--- src/rtl/loader_pkg.sv ---
// Shared types and constants for the program loader: FSM state encoding and default frame marker.
package loader_pkg;

    localparam int unsigned STATE_W = 3;
    localparam logic [7:0]  DEFAULT_SYNC_BYTE = 8'hA5;

    typedef enum logic [STATE_W-1:0] {
        ST_IDLE,
        ST_LEN_HI,
        ST_LEN_LO,
        ST_DATA_HI,
        ST_DATA_LO,
        ST_CHK,
        ST_DONE,
        ST_ERROR
    } state_e;

    function automatic logic in_frame(input state_e s);
        return s inside {ST_LEN_HI, ST_LEN_LO, ST_DATA_HI, ST_DATA_LO, ST_CHK};
    endfunction

endpackage

--- src/rtl/loader_timeout.sv ---
// Reloadable idle counter: o_expired flags the TIMEOUT-th consecutive enabled cycle without a kick.
module loader_timeout #(
    parameter int unsigned TIMEOUT = 65535
) (
    input  logic i_clk,
    input  logic i_rst_n,
    input  logic i_enable,
    input  logic i_kick,
    output logic o_expired
);

    localparam int unsigned    CW    = (TIMEOUT < 2) ? 1 : $clog2(TIMEOUT);
    localparam logic [CW-1:0]  LIMIT = CW'(TIMEOUT - 1);

    logic [CW-1:0] cnt_q, cnt_d;

    always_comb begin
        cnt_d = cnt_q;
        if (!i_enable || i_kick) begin
            cnt_d = '0;
        end else if (cnt_q != LIMIT) begin
            cnt_d = cnt_q + 1'b1;
        end
    end

    always_ff @(posedge i_clk or negedge i_rst_n) begin
        if (!i_rst_n) begin
            cnt_q <= '0;
        end else begin
            cnt_q <= cnt_d;
        end
    end

    assign o_expired = i_enable && !i_kick && (cnt_q == LIMIT);

endmodule

--- src/rtl/program_loader.sv ---
// Framed byte-stream loader writing 16-bit words into instruction memory while stalling the core.
// Optional trailing checksum byte enabled by defining PROGRAM_LOADER_CHECKSUM_EN.
module program_loader
    import loader_pkg::*;
#(
    parameter int unsigned ADDR_WIDTH = 8,
    parameter int unsigned TIMEOUT    = 65535,
    parameter logic [7:0]  SYNC_BYTE  = DEFAULT_SYNC_BYTE
) (
    input  logic                  i_clk,
    input  logic                  i_rst_n,
    input  logic                  i_valid,
    input  logic [7:0]            i_byte,
    output logic                  o_ready,
    output logic                  o_load,
    output logic [ADDR_WIDTH-1:0] o_addr,
    output logic [15:0]           o_data,
    output logic                  o_core_hold,
    output logic                  o_done,
    output logic                  o_error
);

    localparam int unsigned IW      = ADDR_WIDTH + 1;
    localparam logic [16:0] MAX_LEN = 17'(1) << ADDR_WIDTH;

    state_e                state_q, state_d;
    logic [7:0]            len_hi_q, len_hi_d;
    logic [IW-1:0]         len_q, len_d;
    logic [IW-1:0]         idx_q, idx_d;
    logic [7:0]            hi_q, hi_d;
    logic                  load_q, load_d;
    logic [ADDR_WIDTH-1:0] addr_q, addr_d;
    logic [15:0]           data_q, data_d;
    logic                  done_q, done_d;
    logic                  error_q, error_d;
    logic                  hold_q, hold_d;
`ifdef PROGRAM_LOADER_CHECKSUM_EN
    logic [7:0]            sum_q, sum_d;
`endif

    logic [16:0]   frame_len;
    logic [IW-1:0] idx_next;
    logic          expired;

    assign frame_len = {1'b0, len_hi_q, i_byte};
    assign idx_next  = idx_q + 1'b1;

    loader_timeout #(
        .TIMEOUT (TIMEOUT)
    ) u_timeout (
        .i_clk     (i_clk),
        .i_rst_n   (i_rst_n),
        .i_enable  (in_frame(state_q)),
        .i_kick    (i_valid),
        .o_expired (expired)
    );

    always_comb begin
        state_d  = state_q;
        len_hi_d = len_hi_q;
        len_d    = len_q;
        idx_d    = idx_q;
        hi_d     = hi_q;
        load_d   = 1'b0;
        addr_d   = addr_q;
        data_d   = data_q;
        done_d   = done_q;
        error_d  = error_q;
        hold_d   = hold_q;
`ifdef PROGRAM_LOADER_CHECKSUM_EN
        sum_d    = sum_q;
`endif
        if (expired) begin
            state_d = ST_ERROR;
            error_d = 1'b1;
        end else if (i_valid) begin
            unique case (state_q)
                ST_IDLE, ST_DONE, ST_ERROR: begin
                    if (i_byte == SYNC_BYTE) begin
                        state_d = ST_LEN_HI;
                        hold_d  = 1'b1;
                        done_d  = 1'b0;
                        error_d = 1'b0;
                        idx_d   = '0;
`ifdef PROGRAM_LOADER_CHECKSUM_EN
                        sum_d   = '0;
`endif
                    end
                end
                ST_LEN_HI: begin
                    len_hi_d = i_byte;
                    state_d  = ST_LEN_LO;
                end
                ST_LEN_LO: begin
                    // Length is checked in 17 bits so exactly 2^ADDR_WIDTH words is accepted.
                    if (frame_len == '0 || frame_len > MAX_LEN) begin
                        state_d = ST_ERROR;
                        error_d = 1'b1;
                    end else begin
                        len_d   = frame_len[IW-1:0];
                        state_d = ST_DATA_HI;
                    end
                end
                ST_DATA_HI: begin
                    hi_d    = i_byte;
`ifdef PROGRAM_LOADER_CHECKSUM_EN
                    sum_d   = sum_q + i_byte;
`endif
                    state_d = ST_DATA_LO;
                end
                ST_DATA_LO: begin
                    load_d = 1'b1;
                    addr_d = idx_q[ADDR_WIDTH-1:0];
                    data_d = {hi_q, i_byte};
                    idx_d  = idx_next;
`ifdef PROGRAM_LOADER_CHECKSUM_EN
                    sum_d  = sum_q + i_byte;
`endif
                    if (idx_next == len_q) begin
`ifdef PROGRAM_LOADER_CHECKSUM_EN
                        state_d = ST_CHK;
`else
                        state_d = ST_DONE;
                        done_d  = 1'b1;
                        hold_d  = 1'b0;
`endif
                    end else begin
                        state_d = ST_DATA_HI;
                    end
                end
`ifdef PROGRAM_LOADER_CHECKSUM_EN
                ST_CHK: begin
                    if (i_byte == sum_q) begin
                        state_d = ST_DONE;
                        done_d  = 1'b1;
                        hold_d  = 1'b0;
                    end else begin
                        state_d = ST_ERROR;
                        error_d = 1'b1;
                    end
                end
`endif
                default: begin
                    state_d = ST_ERROR;
                    error_d = 1'b1;
                end
            endcase
        end
    end

    always_ff @(posedge i_clk or negedge i_rst_n) begin
        if (!i_rst_n) begin
            state_q  <= ST_IDLE;
            len_hi_q <= '0;
            len_q    <= '0;
            idx_q    <= '0;
            hi_q     <= '0;
            load_q   <= 1'b0;
            addr_q   <= '0;
            data_q   <= '0;
            done_q   <= 1'b0;
            error_q  <= 1'b0;
            hold_q   <= 1'b1;
`ifdef PROGRAM_LOADER_CHECKSUM_EN
            sum_q    <= '0;
`endif
        end else begin
            state_q  <= state_d;
            len_hi_q <= len_hi_d;
            len_q    <= len_d;
            idx_q    <= idx_d;
            hi_q     <= hi_d;
            load_q   <= load_d;
            addr_q   <= addr_d;
            data_q   <= data_d;
            done_q   <= done_d;
            error_q  <= error_d;
            hold_q   <= hold_d;
`ifdef PROGRAM_LOADER_CHECKSUM_EN
            sum_q    <= sum_d;
`endif
        end
    end

    assign o_ready     = 1'b1;
    assign o_load      = load_q;
    assign o_addr      = addr_q;
    assign o_data      = data_q;
    assign o_core_hold = hold_q;
    assign o_done      = done_q;
    assign o_error     = error_q;

endmodule
--- config.mk ---
export PLATFORM = sky130hd
export DESIGN_NAME = program_loader
export DESIGN_NICKNAME = d
export VERILOG_FILES = /design/src/rtl/loader_pkg.sv /design/src/rtl/loader_timeout.sv /design/src/rtl/program_loader.sv
export SDC_FILE = /design/constraint.sdc
export NUM_CORES = 1
export LEC_CHECK = 0
export ABC_AREA = 1
export CORE_MARGIN = 2
export CORE_UTILIZATION = 56
export DETAILED_ROUTE_END_ITERATION = 7
export GPL_TIMING_DRIVEN = 0
export PLACE_DENSITY = 0.78
export SYNTH_ARGS = -nofsm -noshare
export SYNTH_HDL_FRONTEND = slang
export SYNTH_SLANG_ARGS = --single-unit
--- constraint.sdc ---
create_clock -name i_clk -period 3 [get_ports i_clk]
set_clock_uncertainty 0.1 [all_clocks]
set_input_delay 0.6 -clock i_clk [delete_from_list [all_inputs] [get_ports i_clk]]
set_output_delay 0.6 -clock i_clk [all_outputs]
set_load 0.05 [all_outputs]
Yosys cells after proc, flatten, opt, wreduce, memory -nomap -nowiden
Cells that the tools add are included.
{"block": "totals", "regBits": 81, "input_bits": 11, "output_inout_bits": 29, "wordCells": 78}
{"block": "op_classes", "n_addsub": 2, "n_lt_le_gt_ge": 1, "n_eq_ne": 16, "n_mux": 23, "bitwise_logic": 2, "reduce_logical": 22}
{"cell": "2-to-1 mux 16 bit", "n": 2}
{"cell": "case mux 9 bit (2 select lines)", "n": 1}
{"cell": "logical NOT 17 bit", "n": 1}
{"cell": "adder 16 x 1 -> 16 bit, second input constant", "n": 1}
{"cell": "== test 16 bit, second input constant", "n": 1}
{"cell": "> comparator 16 x 9 -> 1 bit, second input constant", "n": 1}
{"cell": "inequality test 16 bit, second input constant", "n": 1}
{"cell": "2-to-1 mux 3 bit", "n": 5}
{"cell": "case mux 3 bit (5 select lines)", "n": 1}
{"cell": "== test 3 bit, second input constant", "n": 4}
{"cell": "AND reduction 4 bit", "n": 3}
{"cell": "2-to-1 mux 1 bit", "n": 10}
{"cell": "adder 9 x 1 -> 9 bit, second input constant", "n": 1}
{"cell": "== test 9 bit", "n": 1}
{"cell": "2-to-1 mux 9 bit", "n": 1}
{"cell": "AND reduction 3 bit", "n": 3}
{"cell": "== test 8 bit, second input constant", "n": 1}
{"cell": "== test 3 x 2 -> 1 bit, second input constant", "n": 2}
{"cell": "nonzero test 2 bit", "n": 3}
{"cell": "OR reduction 3 bit", "n": 2}
{"cell": "AND reduction 5 bit", "n": 1}
{"cell": "nonzero test 5 bit", "n": 1}
{"cell": "inequality test 2 x 1 -> 1 bit, second input constant", "n": 2}
{"cell": "case mux 1 bit (2 select lines)", "n": 2}
{"cell": "other kinds (11)", "n": 15}

Depth between registers and ports, before layout
{"block": "depth", "word_depth": 6, "mapped_depth": 14}

Cells and area by module
A second synthesis with hierarchy kept.
{"block": "hier_totals", "cells_unflattened": 515, "hier_area_um2": 4051.4}
{"module": "program_loader", "n_inst": 1, "cells_per_inst": 366, "area_per_inst_um2": 3002.9, "seq_area_each_um2": 1627.8}
{"module": "loader_timeout", "n_inst": 1, "cells_per_inst": 149, "area_per_inst_um2": 1048.5, "seq_area_each_um2": 400.4}

Worst setup path after synthesis
OpenSTA, ideal clock, no wires.
{"block": "synth_path", "path_type": "input to register", "from": "input i_byte[5]", "to": "register len_q[8]", "setup_time_ps": 121, "arrival_ps": 1537, "required_ps": 2779, "slack_ps": 1243, "cell_stages": 9, "n_path_buf": 1, "cell_sequence": "inv_1 nand4_1 o21ai_1 nand3_1 nor2_1 nand2_2 buf_2 nand2_1 o21ai_1"}
{"block": "synth_via", "elab_chain_len": 4}
{"element": "start, declared", "line": "program_loader.sv:13", "text": "input logic [7:0] i_byte,"}
{"element": "> comparator 16 x 9 -> 1 bit or logical NOT 17 bit (tied branches)", "line": "program_loader.sv:96", "text": "if (frame_len == '0 || frame_len > MAX_LEN) begin"}
{"element": "logical OR 1 bit (*)", "line": "program_loader.sv:96"}
{"element": "inverter 1 bit (no line) (*)"}
{"element": "AND reduction 4 bit (no line) (*)"}
{"element": "end signal, assigned", "line": "program_loader.sv:170", "text": "len_q <= len_d;"}
{"element": "end, declared", "line": "program_loader.sv:28", "text": "logic [IW-1:0] len_q, len_d;"}
Every way passes the cells marked *; elsewhere a longest branch is shown, timed or not.
A chain may end at the register's enable or synchronous reset.

Worst setup path in the final report
{"block": "layout_path", "from": "register hold_q (netlist: o_core_hold)", "to": "output o_core_hold"}
{"element": "start, declared", "line": "program_loader.sv:36", "text": "logic hold_q, hold_d;"}
{"element": "start signal, assigned", "line": "program_loader.sv:178", "text": "hold_q <= hold_d;"}
{"element": "end, declared", "line": "program_loader.sv:18", "text": "output logic o_core_hold,"}
No word-level cell between the ends.

==> flow_summary_export.csv <==
group,metric,value,unit
outcome,status,"completed",
min_path,hp-class,"input port to async pin",
cells_and_area,layout-drive-gt1-share,0.110,
place,dp.cells,608,
clock_tree,cts_buffers,9,
clock_tree,tritoncts,"built",
synth,synth.avg_cell_area,8.31,um2
cells_and_area,diodes,0,
place,portBuffers,38,
route,drc,0,
sta,period_share,0.793,
sta,rsz0062_at_grt,"no",
synth,postSynthCellCount,473,
pwr,powerDensity,1000,nW/um2
worst_setup_path,crit_slowest_cell,"clkdlybuf4s50_1",
clock_tree,cts.clk_slew.worst_paths,0.08,ns
floorplanning,die_h,87.8,um
clock_tree,insertion_delay,0.35,ns
pwr,p_leak,0.00214,uW
floorplanning,io_pins,40,
global_route,track_usage,0.251,
synth,ys_seq_area_frac,0.516,
pwr,ir_drop,733,uV
clock_tree,cts_buffer_depth,2,
route,final_antenna_net_count,0,
synth,async_flop_share,1.00,
floorplanning,core-area,6790,um2
worst_setup_path,critPathRequiredTime,2.30,ns
clock_tree,post-cts-setup-buffer-count,0,
worst_setup_path,crit_chain,"clkdlybuf4s50_1",
synth,yosys.cell_count.top_type,"nand2_1",
cells_and_area,nets,537,
synth,yosys_register_bits,81,
synth,synth_area,3930,um2
synth,yosys_warnings,0,
pwr,p_int,2760,uW
pwr,p_sw,1970,uW
global_route,grt_start_max_net_pins,53,
cells_and_area,layout.cells.non_filler,624,
floorplanning,die_w,87.8,um
floorplanning,initial_core_util,0.578,
synth,synth.largest_area_cell,"dfrtp_1",
sta,slew_headroom,0.644,
global_route,grt_overflow_total,0,
place,dp_hpwl,6.18,mm
worst_setup_path,critPathKind,"register to output port",
global_route,grt_antenna_before_repair,0,
synth,synthTopCellsByCount,"nand2_1 (126), dfrtp_1 (80), inv_1 (49)",
pwr,p_clk_frac,0.219,
route,via_count,3340,
clock_tree,root_buffer,"clkbuf_8",
pwr,combPwrFrac,0.416,
worst_setup_path,critPathLaunchType,"register",
sta,setup_viol,0,
flow_run,drv_cap,0,
worst_setup_path,endpoint_kind,"output port",
sta,period_needed,2.38,ns
route,wl_per_cell,14.1,um
worst_setup_path,crit_buf_inv,1,
global_route,grt_pass1_vias,3170,
sta,hold_ws,0.0668,ns
clock_tree,cts_sinks,81,
synth,synthTopCellsByArea,"dfrtp_1 (51%), nand2_1 (12%), o21ai_0 (5.5%)",
worst_setup_path,cp_max_fo,2,
sta,slew_violations,0,
cells_and_area,syn_to_final_growth,20.0,%
route,via_per_inst,5.35,
synth,yosys.area.top_type_share,0.510,
pwr,seqPwrFrac,0.366,
worst_setup_path,slowest_delay,0.79,ns
clock_tree,holdBufCountCts,0,
route,routed_wl,8.80,mm
sta,fmax,420,MHz
global_route,grt_pass1_wl,14.9,mm
route,first_iter_violations,248,
place,gp_congestion,0.890,
synth,synth.distinct_cells,34,
synth,syn-num-nets,487,
synth,synth_top_flop_cell,"dfrtp_1",
worst_setup_path,critPathArrivalTime,1.68,ns
floorplanning,num_rows,30,
clock_tree,ctsHtreeMaxLevel,3,
floorplanning,dieArea,7700,um2
synth,synth_edf_count,0,
sta,tightest_slew,0.531,ns
sta,hold_viol_final,0,
worst_setup_path,crit_family,"buffers and inverters",
route,dr.pass1.iters,5,
clock_tree,cts_resized,0,
pwr,switching_share,0.417,
-- through the flow --
stage / setup slack (ns) / instance area, um2 / setup TNS (ns) / power, uW / utilization
floorplan: 1.24 / 3930 / 0 / 3080 / -
global placement: -1.63 / 4430 / -130.44 / 3640 / 0.652
detailed placement: 0.539 / 4450 / 0 / 3710 / 0.656
CTS: 0.599 / 4710 / 0 / 4750 / 0.694
global route: 0.584 / 4710 / 0 / 5030 / 0.694
finish: 0.621 / 4710 / 0 / 4730 / 0.694
-- power groups by stage --
stage	clock network (uW)	registers, uW	logic [uW]
after detailed placement	0	1740	1970
after CTS	1050	1730	1980
after global routing	1090	1780	2160
after floorplan	0	2290	787
after global placement	0	1730	1920
final	1030	1730	1970
-- cell usage in the layout (no fill, tap or decap), drive strengths merged --
master,instances
dfrtp,80
o31ai,4
nand2,134
nand4,7
dfstp,1
xnor2,3
nand3b,6
ha,3
o21ai,63
nand3,28
clkbuf,14
o22ai,5
xor2,6
clkinvlp,1
nor3,8
conb,1
nor4,6
or2,1
nor3b,1
a21oi,7
nor2,41
clkdlybuf4s50,37
inv,57
bufinv,4
buf,10
-- sequential cells by signal, summed over array words and instances (netlist names) --
name / flops
u_timeout.cnt_q: 16
len_hi_q: 8
o_addr: 8
len_q: 9
o_data: 16
o_done: 1
hi_q: 8
state_q: 3
o_core_hold: 1
idx_q: 9
o_load: 1
o_error: 1
-- cell type report --
| cell class | count | area (um2) |
|---|---|---|
| Sequential cell | 81 | 2030 |
| Clock buffer | 11 | 131 |
| Multi-Input combinational cell | 324 | 1610 |
| Buffer | 11 | 72.6 |
| Fill cell | 527 | 2080 |
| Tap cell | 96 | 120 |
| Clock inverter | 5 | 128 |
| Inverter | 57 | 214 |
| Timing Repair Buffer | 39 | 405 |
-- path summary, 6_finish.rpt --
check / depth (start not counted) / slack [ns] / endpoint / startpoint
worst min register to register: 2 / 0.38 / o_data[10] / o_data[10]
worst min-delay path: 1 / 0.07 / idx_q[3] / i_rst_n
min in group i_clk: 2 / 0.38 / o_data[10] / o_data[10]
worst max register to register: 12 / 0.99 / o_done / idx_q[0]
worst max-delay path: 1 / 0.62 / o_core_hold / o_core_hold
max in group asynchronous: 2 / 2.11 / o_core_hold / i_rst_n
-- metal layers --
metal / routed length, um / up-vias / global-route usage
met5: 0 / - / 0
met4: 136 / 0 / 0.0797
met3: 492 / 15 / 0.0537
met2: 4230 / 109 / 0.407
met1: 3940 / 1576 / 0.339
li1: - / 1640 / -
-- logic make-up (layout without fill, tap and decap cells) --
kind of cell	after synthesis	in the layout	share of synthesized area
simple gates	232	232	0.272
flops	81	81	0.516
compound gates	79	79	0.109
buf+inv	68	123	0.0729
xor+xnor	9	9	0.0201
fa+ha+maj	3	3	0.00956
other cells	1	1	0.000954
Power figures use the tool's default switching activity.
